File: config.mk
export PLATFORM = sky130hd
export DESIGN_NAME = pattern_sequencer
export DESIGN_NICKNAME = d
export VERILOG_FILES = /design/src/rtl/pattern_sequencer.sv
export SDC_FILE = /design/constraint.sdc
export NUM_CORES = 1
export LEC_CHECK = 0
export ABC_AREA = 1
export BUFFER_PORTS_ARGS = -buffer_cell sky130_fd_sc_hd__buf_2
export CORE_MARGIN = 2
export CORE_UTILIZATION = 47
export CTS_BUF_LIST = sky130_fd_sc_hd__clkbuf_8 sky130_fd_sc_hd__clkbuf_16
export DETAILED_ROUTE_END_ITERATION = 10
export GPL_ROUTABILITY_DRIVEN = 0
export GPL_TIMING_DRIVEN = 0
export HOLD_SLACK_MARGIN = 0.12
export PLACE_DENSITY_LB_ADDON = 0.05
export SLEW_MARGIN = 20
export SYNTH_ARGS = -nofsm -noshare
export SYNTH_HDL_FRONTEND = slang
export SYNTH_SLANG_ARGS = --single-unit
File: constraint.sdc
create_clock -name pixel_clk -period 1.6 [get_ports pixel_clk]
set_input_delay 0.48 -clock pixel_clk [delete_from_list [all_inputs] [get_ports pixel_clk]]
set_output_delay 0.48 -clock pixel_clk [all_outputs]
set_load 0.01 [all_outputs]
File: src/rtl/pattern_sequencer.sv
// pattern_sequencer: chooses the active test pattern for the pixel generator.
// Key requests and auto-cycling are held back until the end of the active
// frame, so a pattern change never lands in the middle of a frame.
module pattern_sequencer #(
  parameter logic [10:0] H_DISP      = 11'd1280,
  parameter logic [10:0] V_DISP      = 11'd720,
  parameter int          NUM_PAT     = 5,
  parameter logic [15:0] AUTO_FRAMES = 16'd120
) (
  input  logic        pixel_clk,
  input  logic        sys_rst,
  input  logic [10:0] pixel_xpos,
  input  logic [10:0] pixel_ypos,
  input  logic        key_next,
  input  logic        key_prev,
  input  logic        auto_en,
  output logic [2:0]  pattern_sel,
  output logic        pattern_upd,
  output logic        req_pending,
  output logic [15:0] frame_cnt
);

  localparam logic [2:0]  LAST_PAT  = 3'(NUM_PAT - 1);
  localparam logic [15:0] AUTO_LAST = AUTO_FRAMES - 16'd1;
  localparam logic [10:0] X_LAST    = H_DISP - 11'd1;
  localparam logic [10:0] Y_LAST    = V_DISP - 11'd1;

  typedef enum logic {
    S_RUN  = 1'b0,
    S_LOAD = 1'b1
  } state_t;

  state_t      state_q, state_d;
  logic [2:0]  sel_q, sel_d;
  logic        upd_q, upd_d;
  logic        pend_q, pend_d;
  logic        dir_q, dir_d;
  logic [15:0] cnt_q, cnt_d;
  logic        eof_hit_r_q, eof_hit_r_d;
  logic        eof_d_q, eof_d_d;

  logic        eof_hit;
  logic        eof_p;
  logic        key_valid;
  logic        step_up;
  logic        commit;
  logic [2:0]  sel_step;

  // End-of-frame strobe: one pulse per arrival on the last active pixel,
  // even if the coordinates dwell there for several cycles.
  always_comb begin
    eof_hit     = (pixel_xpos == X_LAST) && (pixel_ypos == Y_LAST);
    eof_hit_r_d = eof_hit;
    eof_d_d     = eof_hit_r_q;
    eof_p       = eof_hit_r_q & ~eof_d_q;
  end

  // Neighbouring pattern index in the commit direction, wrapping at both ends.
  always_comb begin
    key_valid = key_next ^ key_prev;
    step_up   = pend_q ? dir_q : 1'b1;
    if (step_up) begin
      sel_step = (sel_q == LAST_PAT) ? 3'd0 : sel_q + 3'd1;
    end else begin
      sel_step = (sel_q == 3'd0) ? LAST_PAT : sel_q - 3'd1;
    end
  end

  // Next-state logic: the commit edge loads the new pattern so that the
  // registered outputs carry it for the whole S_LOAD cycle.
  always_comb begin
    state_d = state_q;
    sel_d   = sel_q;
    upd_d   = 1'b0;
    pend_d  = pend_q;
    dir_d   = dir_q;
    cnt_d   = cnt_q;
    commit  = 1'b0;

    case (state_q)
      S_RUN: begin
        if (eof_p) begin
          if (pend_q || (auto_en && (cnt_q == AUTO_LAST))) begin
            commit  = 1'b1;
            state_d = S_LOAD;
            sel_d   = sel_step;
            upd_d   = 1'b1;
            cnt_d   = 16'd0;
          end else if (auto_en) begin
            cnt_d = (cnt_q == 16'hFFFF) ? cnt_q : cnt_q + 16'd1;
          end else begin
            cnt_d = 16'd0;
          end
        end
      end
      S_LOAD: begin
        state_d = S_RUN;
      end
      default: begin
        state_d = S_RUN;
      end
    endcase

    // A fresh key wins over the clear, so a key landing on the commit
    // cycle survives to the next end of frame.
    if (commit) begin
      pend_d = 1'b0;
    end
    if (key_valid) begin
      pend_d = 1'b1;
      dir_d  = key_next;
    end
  end

  // State and output registers with synchronous reset.
  always_ff @(posedge pixel_clk) begin
    if (sys_rst) begin
      state_q     <= S_RUN;
      sel_q       <= 3'd0;
      upd_q       <= 1'b0;
      pend_q      <= 1'b0;
      dir_q       <= 1'b0;
      cnt_q       <= 16'd0;
      eof_hit_r_q <= 1'b0;
      eof_d_q     <= 1'b0;
    end else begin
      state_q     <= state_d;
      sel_q       <= sel_d;
      upd_q       <= upd_d;
      pend_q      <= pend_d;
      dir_q       <= dir_d;
      cnt_q       <= cnt_d;
      eof_hit_r_q <= eof_hit_r_d;
      eof_d_q     <= eof_d_d;
    end
  end

  assign pattern_sel = sel_q;
  assign pattern_upd = upd_q;
  assign req_pending = pend_q;
  assign frame_cnt   = cnt_q;

endmodule

==> results of run 1 <==
-- cell type report --
cell class                 instances  share of cell area [%]
clock buffer                       3                    1.77
tap                               46                    2.47
timing repair buffer              63                    15.6
multi-input combinational        205                    51.4
clock inverter                     1                   0.161
sequential                        24                    21.8
buffer                             5                    1.77
inverter                          31                    5.00
-- worst max-delay path, stage by stage (launching register included) --
cell and delay [ns]:
dfxtp_4 0.37, ha_4 0.18, nand3_4 0.10, nor2_4 0.14
nand4_4 0.10, o21bai_4 0.24, buf_6 0.17, nand2_2 0.05
a21oi_2 0.12
-- how the worst min path moves through the flow --
| stage | to | slack [ns] | cells after the start |
|---|---|---|---|
| after floorplan | eof_d_q | 0.43 | 2 |
| after global placement | eof_d_q | 0.44 | 2 |
| after detailed placement | eof_d_q | 0.45 | 2 |
| after CTS | frame_cnt[5] | 0.42 | 2 |
| after global routing | frame_cnt[5] | 0.42 | 2 |
| final | frame_cnt[5] | 0.43 | 2 |
-- flip-flops by register name, indices dropped and copies added, names as in the netlist --
| signal | flops |
|---|---|
| state_q | 1 |
| req_pending | 1 |
| eof_d_q | 1 |
| pattern_sel | 3 |
| dir_q | 1 |
| eof_d_d | 1 |
| frame_cnt | 16 |
-- through the flow --
step / total power [uW] / setup slack, ns / TNS [ns]
finish: 1090 / 0.0341 / 0
global route: 1140 / -0.0384 / -0.279
CTS: 1100 / -0.0174 / -0.0198
detailed placement: 720 / -0.191 / -3.37
global placement: 720 / -0.186 / -3.28
floorplan: 670 / 0.000534 / 0
-- cells by family (layout without fill, tap and decap cells) --
group                      after synthesis  count (layout)  share of synthesized area (%)
AOI/OAI and AO/OA                       30              30                           10.9
xor gates and xnor gates                 5               5                           2.56
adders and majority gates                5               5                           3.65
buffers and inverters                   37             103                           9.34
DFF                                     24              24                           28.0
and+or+nand+nor                        165             165                           45.5
-- power by group --
group	internal (uW)	leakage, uW	switching (uW)
clock network	172	0.0000231	201
registers	592	0.000201	2.15
logic	55.2	0.000802	67.1
total	819	0.00103	270
-- cell usage in the layout (no fill, tap or decap), types with 2 or more instances in the layout --
cell	synthesis	routed
a21oi_1	10	8
nor2_2	0	4
buf_6	1	3
nand3_1	29	24
nand4_1	11	11
inv_2	1	3
nor2_4	2	4
xor2_1	2	2
nand2_2	6	8
dfxtp_2	0	7
dfxtp_4	0	5
dfxtp_1	24	12
clkbuf_8	1	4
nor2_1	57	51
o21ai_0	11	5
inv_1	30	28
buf_4	0	15
a21oi_2	4	6
ha_1	5	3
buf_2	2	47
o21ai_2	0	3
o21ai_1	0	3
nand3_4	1	2
xnor2_1	3	3
nand2_1	49	45
nand3_2	1	5
nor3_1	2	2
nand2_4	1	3
-- metal layers --
metal  routed length, um  GRT usage, %  share of wire [%]
met3                 239          3.17                5.3
met1                2030          28.6                 45
met4                  85          7.45                1.9
met2                2190          41.4                 48
met5                   0             0                  0
-- timing repair --
action	4_1_cts	5_1_grt
buffers inserted	8	7
pin swaps	8	12
gates cloned	1	0
endpoints found under the setup margin	20	20
resized for setup	22	34
==> metrics.txt, run 1 <==
outcome finished, final reports clean; Hold Slack around 0.43 ns; DP Cell Count 359; Pre-antenna DRT Iters 4; Seq cells post-synth 24; Worst Hold Class in2reg; die width between 60 and 70 um; unique cell type count in the Yosys netlist 35; 1st-iter DRT viols ~110; CTS sink count 24; area occupied by multi-input gates 1200 um2; Die Span Y between 60 and 70 um; Max IR drop VDD ~0.29 mV; fin area around 2300 um2; Startpoint Class register; pin count of the biggest net entering global routing 14; Syn. warnings 0; R2R cell count 8; H-tree Lvls 1; total gr overflow 0; unrepaired setup endpoints after global routing true; vias per cell 5.10; synthesis-to-finish area growth 35.8%; Worst Setup SP frame_cnt[0]; nature of the critical path endpoint register; DR vias 1927; end point of the critical path frame_cnt[11]; die area between 4000 and 5000 um2; I/O Buffers 47; asr flop ratio synth 0%; Filler Cells Inserted 317; hold_buf cts 0; Slew @ Worst Pin roughly 0.63 ns; final wirelength approximately 4.5 mm; Post-DP HPWL ~3.2 mm; mapped cell area between 1500 and 2000 um2; Routed WL per cell roughly 12 um; RR Endpoint frame_cnt[11]; cts bufs inserted 3; Yosys top cell by area dfxtp_1; Lkg Pwr about 0.0010 uW; register area share after synthesis between 20 and 30%; required time of the critical path between 1.5 and 2 ns; # diodes 0; DP Area about 2000 um2; # Max-Cap Violations 0; commonest cells in the netlist 57 x nor2_1, 49 x nand2_1, 30 x inv_1; number of global-route vias before repair ~1800; global-route wire length before repair 7.80 mm; Final Non-Filler Cells 378; Initial Util between 50% and 60%; io pins 48; initial antenna violation count 0; drt drc 0; period utilization between 90% and 100%; ANT nets after route 0; syn nets roughly 300; sequential cell area about 510 um2; Power Density 468 nW/um2; worst-path maximum fanout 6; critical setup path kind reg2reg; ratio of cells with drive above 1 in the final layout a little under two fifths; dominant cells by area after synthesis dfxtp_1 28%, nor2_1 12%, nand2_1 11%; endpoints failing hold 0; worst reg2reg startpoint frame_cnt[0]; CTS tree built; final core utilization between 60% and 70%; Avg Cell Area, Syn approximately 6.4 um2; Rows 21; Worst slew margin 58.1%; Slew Viols, Final 0; fin crit period 1.57 ns; gr usage total between 20% and 30%; # setup viols final 0; proportion of netlist area held by the largest area contributor between 20% and 30%; nets@finish about 370; hold path start sys_rst; Clock Path Buffers 2; Post-synth EDFFs 0; Clock Pin Slew Worst Setup and Hold Paths about 0.090 ns; Worst Path Arrival roughly 1.8 ns; most common cell in the netlist nor2_1; Achievable Freq ~0.64 GHz; Clock Latency Late Sink 0.27 ns; Synth Flop Type dfxtp_1; core footprint 3420 um2; Root Buffer clkbuf_8; Mapped Cells 266; flop2flop setup slack between 0.03 and 0.04 ns; Worst Clk Skew around 0.010 ns
Note: power is estimated with default switching activity, not from simulation.
==> inputs of run 2 (changes only) <==
--- a/config.mk
+++ b/config.mk
@@ -8,7 +8,7 @@
 export ABC_AREA = 1
 export BUFFER_PORTS_ARGS = -buffer_cell sky130_fd_sc_hd__buf_2
 export CORE_MARGIN = 2
-export CORE_UTILIZATION = 47
+export CORE_UTILIZATION = 52
 export CTS_BUF_LIST = sky130_fd_sc_hd__clkbuf_8 sky130_fd_sc_hd__clkbuf_16
 export DETAILED_ROUTE_END_ITERATION = 10
 export GPL_ROUTABILITY_DRIVEN = 0
==> constraint.sdc (replaced) <==
create_clock -name pixel_clk -period 1.5 [get_ports pixel_clk]
set_input_delay 0.45 -clock pixel_clk [delete_from_list [all_inputs] [get_ports pixel_clk]]
set_output_delay 0.45 -clock pixel_clk [all_outputs]
set_load 0.01 [all_outputs]
==> run 2 against run 1 <==
- the flow now finishes with violations (setup timing)
- sequential power up 6.7%
- die area is 9.0% lower
- final cell count shrank 0.26%
- routed wire length increased by 7.0%
- critical path depth stayed put
- clock skew shrank 0.0023 ns
- global-route usage up 1.8 points
- design area rose by 0.91%
- critical endpoint is now frame_cnt[7]
- register-to-register slack lost 0.06 ns
- clock-buffer cell count unchanged
- sequential share of layout area barely moved
- worst setup slack got worse by 0.061 ns
==> metrics.txt, run 2 (same netlist as run 1, synthesis figures left out) <==
crit path cell chain ha_4 -> nand3_4 -> nor2_4 -> nand4_4 -> o21bai_4 -> buf_6 -> nand2_1 -> a21oi_2 (was ha_4 -> nand3_4 -> nor2_4 -> nand4_4 -> o21bai_4 -> buf_6 -> nand2_2 -> a21oi_2); Post-DP HPWL 3.09 mm (was 3.24 mm); Filler Cells Inserted 261 (was 317); ratio of cells with drive above 1 in the final layout 38.7% (was 38.3%); Clock Pin Slew Worst Setup and Hold Paths 0.09 ns (about the same); slowest cell delay on critical path 0.37 ns (about the same); global-route wire length before repair 7.16 mm (was 7.80 mm); synthesis-to-finish area growth 37.0% (was 35.8%); Rows 20 (was 21); cts bufs inserted 3 (unchanged); critical setup path kind reg2reg (unchanged); Achievable Freq 0.655 GHz (was 0.639 GHz); most common cell after layout, fill and taps aside nor2_1 (unchanged); outcome finished with violations (was finished, final reports clean); ANT nets after route 0 (unchanged); # setup viols final 10 (was 0); die width 61.4 um (was 64.4 um); Largest register FFs 16 (unchanged); CTS tree built (unchanged); Slew @ Worst Pin 0.609 ns (was 0.628 ns); CTS sink count 24 (unchanged); total gr overflow 0 (unchanged); required time of the critical path 1.70 ns (was 1.80 ns); Power Density 501 nW/um2 (was 468 nW/um2); hold path start sys_rst (unchanged); Lkg Pwr 0.00104 uW (was 0.00103 uW); Setup TNS -0.107 ns (was 0 ns); area occupied by multi-input gates 1200 um2 (about the same); pin count of the biggest net entering global routing 14 (unchanged); Max IR drop VDD 0.431 mV (was 0.290 mV); Die Span Y 61.4 um (was 64.4 um); slowest CP cell dfxtp_4 (unchanged); vias per cell 5.36 (was 5.10); most frequent cells in the layout 51 x nor2_1, 47 x buf_2, 46 x nand2_1 (was 51 x nor2_1, 47 x buf_2, 45 x nand2_1); nature of the critical path endpoint register (unchanged); Initial Util 55.2% (was 50.2%); io pins 48 (unchanged); unrepaired setup endpoints after global routing true (unchanged); Clock Latency Late Sink 0.27 ns (about the same); # diodes 0 (unchanged); worst-path maximum fanout 6 (unchanged); gr usage total 25.0% (was 23.2%); nets@finish 366 (was 365); Clock Path Buffers 2 (unchanged); number of global-route vias before repair 1682 (was 1844); Startpoint Class register (unchanged); Slew Viols, Final 0 (unchanged); period utilization 102% (was 97.9%); pre-CTS setup slack -0.243 ns (was -0.191 ns); endpoints failing hold 0 (unchanged); initial antenna violation count 0 (unchanged); Root Buffer clkbuf_8 (unchanged); # Max-Cap Violations 0 (unchanged); violated checks setup timing; Pre-antenna DRT Iters 4 (unchanged); Worst Setup SP frame_cnt[1] (was frame_cnt[0]); Routed WL per cell 12.9 um (was 12.0 um); Worst Hold Class in2reg (unchanged); hold_buf cts 0 (unchanged); die area 3770 um2 (was 4150 um2); H-tree Lvls 1 (unchanged); sequential cell area 513 um2 (was 508 um2); drt drc 0 (unchanged); worst reg2reg startpoint frame_cnt[1] (was frame_cnt[0]); Worst slew margin 59.4% (was 58.1%); final wirelength 4.86 mm (was 4.54 mm); 1st-iter DRT viols 156 (was 108); Worst Path Arrival 1.72 ns (was 1.76 ns); I/O Buffers 47 (unchanged); core footprint 3100 um2 (was 3420 um2); DR vias 2021 (was 1927); fin crit period 1.53 ns (was 1.57 ns); Setup WS post-layout -0.0272 ns (was 0.0341 ns); Worst Clk Skew 0.00807 ns (was 0.0104 ns)
## run 2: layer usage
layer,vias to the layer above,global-route usage [%],part of all wire [%]
li1,1003,-,-
met1,929,33.5,44
met2,82,42.9,49
met3,7,3.57,6.1
met4,0,5.78,0.74
met5,-,0,0
## run 2: what timing repair did
item,in CTS,in global routing
buffers inserted,9,7
cloned,1,0
setup endpoints to repair,20,20
gates resized for setup,24,35
hold endpoints to repair,0,0
pin swaps,5,7
## run 2: worst max-delay path: cells and delay by family, from the launching register on
kind / cells / cell delay (ns)
fa+ha+maj: 1 / 0.19
compound gates: 2 / 0.33
flops: 1 / 0.37
buf+inv: 1 / 0.16
simple gates: 4 / 0.39
## run 2: worst paths after layout
| check | endpoint | slack, ns | depth (start not counted) |
|---|---|---|---|
| setup reg to reg | frame_cnt[7] | -0.03 | 8 |
| hold reg to reg | dir_q | 0.47 | 2 |
| setup / recovery | frame_cnt[7] | -0.03 | 8 |
| hold / removal | frame_cnt[5] | 0.39 | 2 |
## run 2: metrics by stage
step / hold slack [ns] / instances / power [uW] / area [um2] / util, %
global placement: 0.443 / 357 / 767 / 2040 / 65.8
floorplan: 0.428 / 266 / 715 / 1750 / -
finish: 0.386 / 377 / 1180 / 2350 / 75.7
detailed placement: 0.445 / 357 / 769 / 2040 / 65.8
global route: 0.383 / 377 / 1220 / 2350 / 75.7
CTS: 0.384 / 370 / 1170 / 2200 / 71.0
## run 2: layout make-up
cell class                      count  share of cell area [%]
Sequential cell                    24                    21.8
Inverter                           31                    4.95
Multi-Input combinational cell    205                    51.3
Clock inverter                      1                   0.160
Buffer                              5                    1.92
Clock buffer                        3                    1.76
Timing Repair Buffer               64                    15.8
Tap cell                           44                    2.34
## run 2: power by group
part           internal, uW  switching [uW]
combinational          67.7            77.1
clock                   184             214
sequential              631            2.51
total                   882             294
==> inputs of run 3 (changes only) <==
--- a/config.mk
+++ b/config.mk
@@ -6,13 +6,13 @@
 export NUM_CORES = 1
 export LEC_CHECK = 0
 export ABC_AREA = 1
-export BUFFER_PORTS_ARGS = -buffer_cell sky130_fd_sc_hd__buf_2
+export BUFFER_PORTS_ARGS = -buffer_cell sky130_fd_sc_hd__buf_4
 export CORE_MARGIN = 2
 export CORE_UTILIZATION = 52
 export CTS_BUF_LIST = sky130_fd_sc_hd__clkbuf_8 sky130_fd_sc_hd__clkbuf_16
 export DETAILED_ROUTE_END_ITERATION = 10
 export GPL_ROUTABILITY_DRIVEN = 0
-export GPL_TIMING_DRIVEN = 0
+export GPL_TIMING_DRIVEN = 1
 export HOLD_SLACK_MARGIN = 0.12
 export PLACE_DENSITY_LB_ADDON = 0.05
 export SLEW_MARGIN = 20
==> run 3 against run 2 <==
- critical path type unchanged
- the run still ends with setup timing left
- flip-flop and latch count did not move
- critical path depth did not move
- via count rose by 0.99%
- clock-buffer cell count rose by 1
- routed wire length rose by 4.8%
- core utilization rose by 5.8 points
==> metrics.txt, run 3 (same netlist as run 1, synthesis figures left out) <==
outcome finished with violations (unchanged); violated checks setup timing (unchanged); slowest cell delay on critical path 0.37 ns (about the same); Worst Setup SP frame_cnt[0] (was frame_cnt[1]); drt drc 0 (unchanged); io pins 48 (unchanged); Clock Path Buffers 2 (unchanged); ratio of cells with drive above 1 in the final layout 39.1% (was 38.7%); 1st-iter DRT viols 135 (was 156); Rows 20 (unchanged); DP Area 2380 um2 (was 2040 um2); Pre-antenna DRT Iters 4 (unchanged); Filler Cells Inserted 247 (was 261); Slew @ Worst Pin 0.359 ns (was 0.609 ns); endpoints failing hold 0 (unchanged); Root Buffer clkbuf_8 (unchanged); worst reg2reg startpoint frame_cnt[0] (was frame_cnt[1]); Die Span Y 61.4 um (unchanged); Largest register FFs 16 (unchanged); fin crit period 1.52 ns (was 1.53 ns); critical setup path kind reg2reg (unchanged); pin count of the biggest net entering global routing 15 (was 14); Setup TNS -0.0980 ns (was -0.107 ns); Worst slew margin 76.0% (was 59.4%); area occupied by multi-input gates 1150 um2 (was 1200 um2); unrepaired setup endpoints after global routing true (unchanged); Setup WS post-layout -0.0203 ns (was -0.0272 ns); synthesis-to-finish area growth 47.6% (was 37.0%); total gr overflow 0 (unchanged); nature of the critical path endpoint register (unchanged); sequential cell area 503 um2 (was 513 um2); DR vias 2041 (was 2021); required time of the critical path 1.71 ns (was 1.70 ns); Logic pwr share 11.7% (was 12.3%); Slew Viols, Final 0 (unchanged); Worst Hold Class in2reg (unchanged); slowest CP cell dfxtp_4 (unchanged); crit path cell chain ha_4 -> nand3_4 -> nor2_4 -> nand4_4 -> o21bai_4 -> buf_6 -> o21ai_0 -> nor2_1 (was ha_4 -> nand3_4 -> nor2_4 -> nand4_4 -> o21bai_4 -> buf_6 -> nand2_1 -> a21oi_2); Clock Latency Late Sink 0.27 ns (about the same); most frequent cells in the layout 81 x buf_4, 49 x nor2_1, 47 x nand2_1 (was 51 x nor2_1, 47 x buf_2, 46 x nand2_1); cts bufs inserted 3 (unchanged); Post-DP HPWL 3.89 mm (was 3.09 mm); gr usage total 28.2% (was 25.0%); ANT nets after route 0 (unchanged); Worst Clk Skew 0.00368 ns (was 0.00807 ns); # diodes 0 (unchanged); Power Density 491 nW/um2 (was 501 nW/um2); die width 61.4 um (unchanged); vias per cell 5.21 (was 5.36); P_int 944 uW (was 882 uW); die area 3770 um2 (unchanged); initial antenna violation count 0 (unchanged); Routed WL per cell 13.0 um (was 12.9 um); Achievable Freq 0.658 GHz (was 0.655 GHz); Clk pwr share 37.1% (was 33.8%); Clock Pin Slew Worst Setup and Hold Paths 0.09 ns (about the same); CTS tree built (unchanged); Switching Share 24.1% (was 25.0%); # Max-Cap Violations 0 (unchanged); global-route wire length before repair 8.04 mm (was 7.16 mm); number of global-route vias before repair 1940 (was 1682); core footprint 3100 um2 (unchanged); Worst Path Arrival 1.73 ns (was 1.72 ns); Initial Util 55.2% (unchanged); fin area 2530 um2 (was 2350 um2); Lkg Pwr 0.00114 uW (was 0.00104 uW); period utilization 101% (was 102%); most common cell after layout, fill and taps aside buf_4 (was nor2_1); Reg power frac 51.1% (was 53.9%); Max IR drop VDD 0.370 mV (was 0.431 mV); Net Switching 299 uW (was 294 uW); hold path start pixel_ypos[10] (was sys_rst); I/O Buffers 47 (unchanged); # setup viols final 9 (was 10); worst-path maximum fanout 8 (was 6); hold_buf cts 0 (unchanged); nets@finish 381 (was 366); Startpoint Class register (unchanged); final wirelength 5.09 mm (was 4.86 mm); CTS sink count 24 (unchanged); H-tree Lvls 1 (unchanged)
run 3: layout make-up:
| class | instances | area share [%] |
|---|---|---|
| repair buffers | 84 | 25.7 |
| inverters | 31 | 4.60 |
| clock buffers | 4 | 2.18 |
| flip-flops and latches | 24 | 19.9 |
| multi-input cells | 205 | 45.4 |
| well taps | 44 | 2.18 |
run 3: repair_timing:
action,CTS,global route
resized for setup,7,26
setup buffers,1,2
endpoints found under the setup margin,20,21
pin swaps,0,10
run 3: power by group through the flow:
stage	logic [uW]	registers [uW]	clock network, uW
2_1_floorplan	59.5	655	0
3_3_place_gp	135	654	0
3_5_place_dp	138	654	0
4_1_cts	139	639	469
5_1_grt	161	636	477
6_report	146	636	462
run 3: worst paths after layout:
path,end,slack (ns),cells past startpoint
setup / recovery,frame_cnt[0],-0.02,8
hold / removal,eof_d_d,0.41,4
setup reg to reg,frame_cnt[0],-0.02,8
hold reg to reg,eof_d_q,0.46,2
run 3: critical path, delay by kind of cell (launching register included):
kind | cells | cell delay, ns
compound gates | 2 | 0.31
buf+inv | 1 | 0.16
fa+ha+maj | 1 | 0.18
simple gates | 4 | 0.43
flops | 1 | 0.37
run 3: routing by layer:
metal / vias to the layer above / track usage (%) / share of wire [%]
met5: - / 0 / 0
met4: 0 / 11.2 / 2.1
met3: 11 / 5.04 / 6.2
met2: 78 / 51.2 / 51
met1: 923 / 32.7 / 40
li1: 1029 / - / -
run 3: through the flow:
step	util (%)	instances	hold WS [ns]	setup WS (ns)	total power, uW
floorplan	-	266	0.428	-0.0379	715
global placement	76.6	385	0.440	-0.00424	789
detailed placement	76.6	385	0.448	-0.0403	793
CTS	79.0	390	0.416	0.00497	1250
global route	81.5	392	0.442	-0.127	1270
finish	81.5	392	0.414	-0.0203	1240
